--- src/rtl/cm0_wic_pkg.sv ---
// Shared types and line-index helpers for the wake-up interrupt controller.
package cm0_wic_pkg;

    localparam int WICLINES_DEFAULT = 34;

    typedef enum logic [1:0] {
        ST_OFF    = 2'b00,
        ST_REQ    = 2'b01,
        ST_ON     = 2'b11,
        ST_DISARM = 2'b10
    } wic_state_e;

    // The two highest sense lines are always NMI and RXEV; IRQs fill the rest.
    function automatic int nmi_idx(input int wiclines);
        return wiclines - 2;
    endfunction

    function automatic int rxev_idx(input int wiclines);
        return wiclines - 1;
    endfunction

endpackage

--- src/rtl/cm0_wic_line.sv ---
// One WIC sense line: sensitivity bit plus sticky pending capture.
module cm0_wic_line (
    input  logic sclk,
    input  logic hreset_n,
    input  logic load_en_i,
    input  logic clear_i,
    input  logic capture_en_i,
    input  logic mask_i,
    input  logic line_i,
    output logic sense_o,
    output logic pend_o,
    output logic pend_nxt_o
);

    logic sense_q, sense_d;
    logic pend_q, pend_d;

    always_comb begin
        // NOTE: every comb output gets its hold value first, so no latch can be inferred.
        sense_d = sense_q;
        pend_d  = pend_q;
        if (clear_i) begin
            sense_d = 1'b0;
            pend_d  = 1'b0;
        end else begin
            if (load_en_i) begin
                sense_d = mask_i;
            end
            // Capture uses the already-registered sense, so a line high at load time
            // shows up one cycle after the load.
            if (capture_en_i && sense_q && line_i) begin
                pend_d = 1'b1;
            end
        end
    end

    // NOTE: asynchronous active-low reset, and sequential state only ever takes non-blocking (<=) updates.
    always_ff @(posedge sclk or negedge hreset_n) begin
        if (!hreset_n) begin
            sense_q <= 1'b0;
            pend_q  <= 1'b0;
        end else begin
            sense_q <= sense_d;
            pend_q  <= pend_d;
        end
    end

    assign sense_o    = sense_q;
    assign pend_o     = pend_q;
    assign pend_nxt_o = pend_d;

endmodule

--- src/rtl/cm0_wic_ctl.sv ---
// WIC top: core/PMU WIC-mode handshake FSM, per-line sense/pend array and wakeup.
module cm0_wic_ctl
    import cm0_wic_pkg::*;
#(
    parameter int WICLINES = WICLINES_DEFAULT
) (
    input  logic                sclk,
    input  logic                hreset_n,
    input  logic                wic_en_req_i,
    output logic                wic_en_ack_o,
    output logic                wic_ds_req_n_o,
    input  logic                wic_ds_ack_n_i,
    input  logic                wic_load_i,
    input  logic                wic_clear_i,
    input  logic [31:0]         wic_mask_isr_i,
    input  logic                wic_mask_nmi_i,
    input  logic                wic_mask_rxev_i,
    input  logic [31:0]         irq_i,
    input  logic                nmi_i,
    input  logic                rxev_i,
    output logic [WICLINES-1:0] wic_sense_o,
    output logic [WICLINES-1:0] wic_pend_o,
    output logic                wakeup_o
);

    localparam int NMI_IDX  = nmi_idx(WICLINES);
    localparam int RXEV_IDX = rxev_idx(WICLINES);

    wic_state_e state_q, state_d;
    logic       wakeup_q;
    logic       load_en, capture_en;

    logic [WICLINES-1:0] mask_vec, line_vec, pend_nxt;

    always_comb begin
        state_d = state_q;
        case (state_q)
            ST_OFF:    if (wic_en_req_i) state_d = ST_REQ;
            // A withdrawn request wins over a coincident ack; DISARM then waits the ack out.
            ST_REQ:    if (!wic_en_req_i) state_d = ST_DISARM;
                       else if (!wic_ds_ack_n_i) state_d = ST_ON;
            ST_ON:     if (!wic_en_req_i) state_d = ST_DISARM;
            ST_DISARM: if (wic_ds_ack_n_i) state_d = ST_OFF;
            default:   state_d = ST_OFF;
        endcase
    end

    always_ff @(posedge sclk or negedge hreset_n) begin
        if (!hreset_n) begin
            state_q  <= ST_OFF;
            wakeup_q <= 1'b0;
        end else begin
            state_q  <= state_d;
            wakeup_q <= |pend_nxt;
        end
    end

    assign wic_ds_req_n_o = (state_q == ST_OFF) || (state_q == ST_DISARM);
    assign wic_en_ack_o   = (state_q == ST_ON);
    assign wakeup_o       = wakeup_q;

    assign load_en    = wic_load_i && (state_q == ST_ON);
    assign capture_en = (state_q == ST_ON) || (state_q == ST_DISARM);

    always_comb begin
        mask_vec               = '0;
        line_vec               = '0;
        mask_vec[WICLINES-3:0] = wic_mask_isr_i[WICLINES-3:0];
        line_vec[WICLINES-3:0] = irq_i[WICLINES-3:0];
        mask_vec[NMI_IDX]      = wic_mask_nmi_i;
        line_vec[NMI_IDX]      = nmi_i;
        mask_vec[RXEV_IDX]     = wic_mask_rxev_i;
        line_vec[RXEV_IDX]     = rxev_i;
    end

    for (genvar i = 0; i < WICLINES; i++) begin : g_line
        cm0_wic_line u_line (
            .sclk         (sclk),
            .hreset_n     (hreset_n),
            .load_en_i    (load_en),
            .clear_i      (wic_clear_i),
            .capture_en_i (capture_en),
            .mask_i       (mask_vec[i]),
            .line_i       (line_vec[i]),
            .sense_o      (wic_sense_o[i]),
            .pend_o       (wic_pend_o[i]),
            .pend_nxt_o   (pend_nxt[i])
        );
    end

endmodule

--- config.mk ---
export PLATFORM = sky130hd
export DESIGN_NAME = cm0_wic_ctl
export DESIGN_NICKNAME = d
export VERILOG_FILES = /design/src/rtl/cm0_wic_pkg.sv /design/src/rtl/cm0_wic_line.sv /design/src/rtl/cm0_wic_ctl.sv
export SDC_FILE = /design/constraint.sdc
export NUM_CORES = 1
export LEC_CHECK = 0
export CAP_MARGIN = 20
export CORE_MARGIN = 2
export CORE_UTILIZATION = 44
export DETAILED_ROUTE_END_ITERATION = 12
export GPL_ROUTABILITY_DRIVEN = 1
export MAX_ROUTING_LAYER = met4
export PLACE_DENSITY = 0.86
export SYNTH_ARGS = -nofsm -noshare
export SYNTH_HDL_FRONTEND = slang
export SYNTH_SLANG_ARGS = --single-unit
--- constraint.sdc ---
create_clock -name sclk -period 4.2 [get_ports sclk]
set_input_delay 1.26 -clock sclk [delete_from_list [all_inputs] [get_ports sclk]]
set_output_delay 1.26 -clock sclk [all_outputs]
set_load 0.1 [all_outputs]
==> run metrics <==
number of I/O pins about 150; synth unique cells 17; CP delay by family, top buffers and inverters; Syn Std Cell Area approximately 3100 sq um; Req. time, crit path slightly below 3 ns; Layout area overhead 36.94%; clk_skew 0.01065 ns; vias in the first global route between 2,000 and 2,500; CTS tree done; # hold bufs at CTS 0; min-delay src g_line[6].u_line.sense_o; Cells after Synth roughly 280; #FFs+latches synth between 70 and 80; max cap viols 0; number of diodes 0; DRT Pass-1 Iters 4; Leak between 1.5 and 2 nW; Reg2Reg Depth 6; Synth area leader dfrtp_1; Mean Syn Cell Area around 11 sq um; Final ANT Viol Nets 0; Max transition margin 0.3153; fin area 4277 sq um; initial antenna violation count 0; Worst-path clk slew ~0.070 ns; Worst Setup Path Type reg2out; syn_nets 350; final worst slack 1.011 ns; sink of the worst hold path g_line[6].u_line.sense_o; CTS sink cnt between 70 and 80; starting DRC count in detailed routing between 90 and 100; Tmin final 3.189 ns; final setup TNS 0 ns; cells along the critical path inv_1 > clkdlybuf4s50_1; Area contributors post-synth dfrtp_1 (57%), buf_4 (17%), a22o_1 (9.5%); Worst Path Buf+Inv 2; Final Wtd Congestion ~0.76; Nets 424; first-pass GRT wire length between 10,000 and 15,000 um; Worst-Margin Slew slightly above 1 ns; Congestion Overflow GR 0; Power per Cell Area roughly 370 nW/um^2; reg2reg end wakeup_o; H-Tree Level Count 3; outcome finished clean; number of buffers created by CTS 9; Avg WL per Cell around 17 um; all-layer global routing usage 0.2127; sequential fraction of the synthesis area 0.5689; CTS resizes 0; crit path DAT roughly 1.9 ns; FMAX approximately 0.31 GHz; RSZ-0062 raised after global routing false; worst hold path type reg2reg; die height roughly 88 um; share of post-route cells with drive strength above 1 0.05650; R2R Path Start state_q[1]; # setup viols final 0; Post-CTS Setup Bufs 0; DRC Markers 0; CP max stage delay about 1.2 ns; crit path from state_q[0]; fin util 0.6260; Core Footprint roughly 6800 sq um; endpoints failing hold 0; fin crit share 0.7592; worst IR drop on VDD roughly 0.00023 V; dpl ws roughly 0.94 ns; Max Buffers Root-to-Sink 2; routed via count approximately 2,300; I/O Buffers ~140; worst hold path stage count 1; max-slew violation count 0; std cell rows 30; final wirelength just under 8000 um; Crit. End Element output pin; Initial Util 0.4571; register-to-register setup slack roughly 2.1 ns; CP Max Fanout 4; startpoint type of the worst setup path register; clk_lat worst skew ~0.33 ns; Die X a little under 90 um; Clock Root Buffer clkbuf_8; pin count of the biggest net entering global routing 72; Placed Instance Area roughly 4100 sq um; Die ar. roughly 8000 sq um; Slowest-stage cell, CP clkdlybuf4s50_1; Synth top area share 0.5689; synth warn 0; drt via density 5.151; detailed placement HPWL roughly 5500 um
==> worst max-delay path by stage <==
stage                                 to  slack [ns]  cells past startpoint
final                     wic_ds_req_n_o        1.01                      2
after global routing      wic_ds_req_n_o        0.95                      2
after CTS                 wic_ds_req_n_o        0.99                      2
after detailed placement        wakeup_o        0.94                      5
after global placement          wakeup_o        0.96                      5
after floorplan             wic_en_ack_o        0.77                      2
==> logic make-up (layout without fill, tap and decap cells) <==
logic type | after synthesis | in the layout | synth area share
AOI/OAI and AO/OA | 73 | 73 | 0.1735
DFF | 71 | 71 | 0.5689
and+or+nand+nor | 48 | 48 | 0.06690
buffers and inverters | 84 | 162 | 0.1907
==> layout make-up <==
cell class              count  area (sq um)
fillers                   584          2555
flip-flops and latches     71          1777
inverters                   2         7.507
clock buffers              11         141.4
clock inverters             4         22.52
well taps                  96         120.1
repair buffers            145          1439
multi-input cells         121         769.5
==> layer usage <==
layer | up-vias | wire (um) | track usage
li1 | 1074 | - | -
met1 | 1139 | 3248 | 0.2672
met2 | 93 | 3962 | 0.3452
met3 | 12 | 424 | 0.04011
met4 | 0 | 121 | 0.07713
met5 | - | 0 | -
==> metrics by stage <==
| step | instances | total power [W] | hold WS, ns |
|---|---|---|---|
| after floorplan | 276 | 0.0009966 | 0.4754 |
| after global placement | 435 | 0.001113 | 0.5149 |
| after detailed placement | 435 | 0.001117 | 0.5175 |
| after CTS | 450 | 0.001582 | 0.5346 |
| after global routing | 450 | 0.001628 | 0.5530 |
| final | 450 | 0.001563 | 0.5308 |
==> synth_stat cells <==
cell type and n:
dfrtp_1 71, buf_4 69, nor2_1 36, a31oi_1 35, a22o_1 34, nor4_1 7, clkbuf_1 6, buf_2 5
a21oi_1 2, buf_6 2, inv_1 2, or4_1 2, a21boi_0 1, nand2_1 1, nand3_1 1, nand4_1 1
o21a_1 1
==> flip-flops by register name, summed over array words and instances (netlist names) <==
name / flops
wakeup_o: 1
g_line.u_line.pend_o: 34
state_q: 2
g_line.u_line.sense_o: 34
==> power breakdown <==
group	internal, W	leakage (nW)	switching [W]
clock	0.000224	0.0850	0.000236
sequential	0.000707	0.982	0.0000161
combinational	0.000118	0.803	0.000261
==> cells in the final DEF, fill, tap and decap left out, types with 2 or more instances in the layout <==
| cell type | instances |
|---|---|
| clkbuf_8 | 10 |
| dfrtp_1 | 71 |
| clkdlybuf4s50_1 | 141 |
| buf_4 | 3 |
| a22o_1 | 34 |
| a31oi_1 | 35 |
| nor4_1 | 7 |
| inv_1 | 2 |
| nor2_1 | 35 |
| or4_1 | 2 |
| clkinv_2 | 3 |
(Power assumes the default switching activity.)
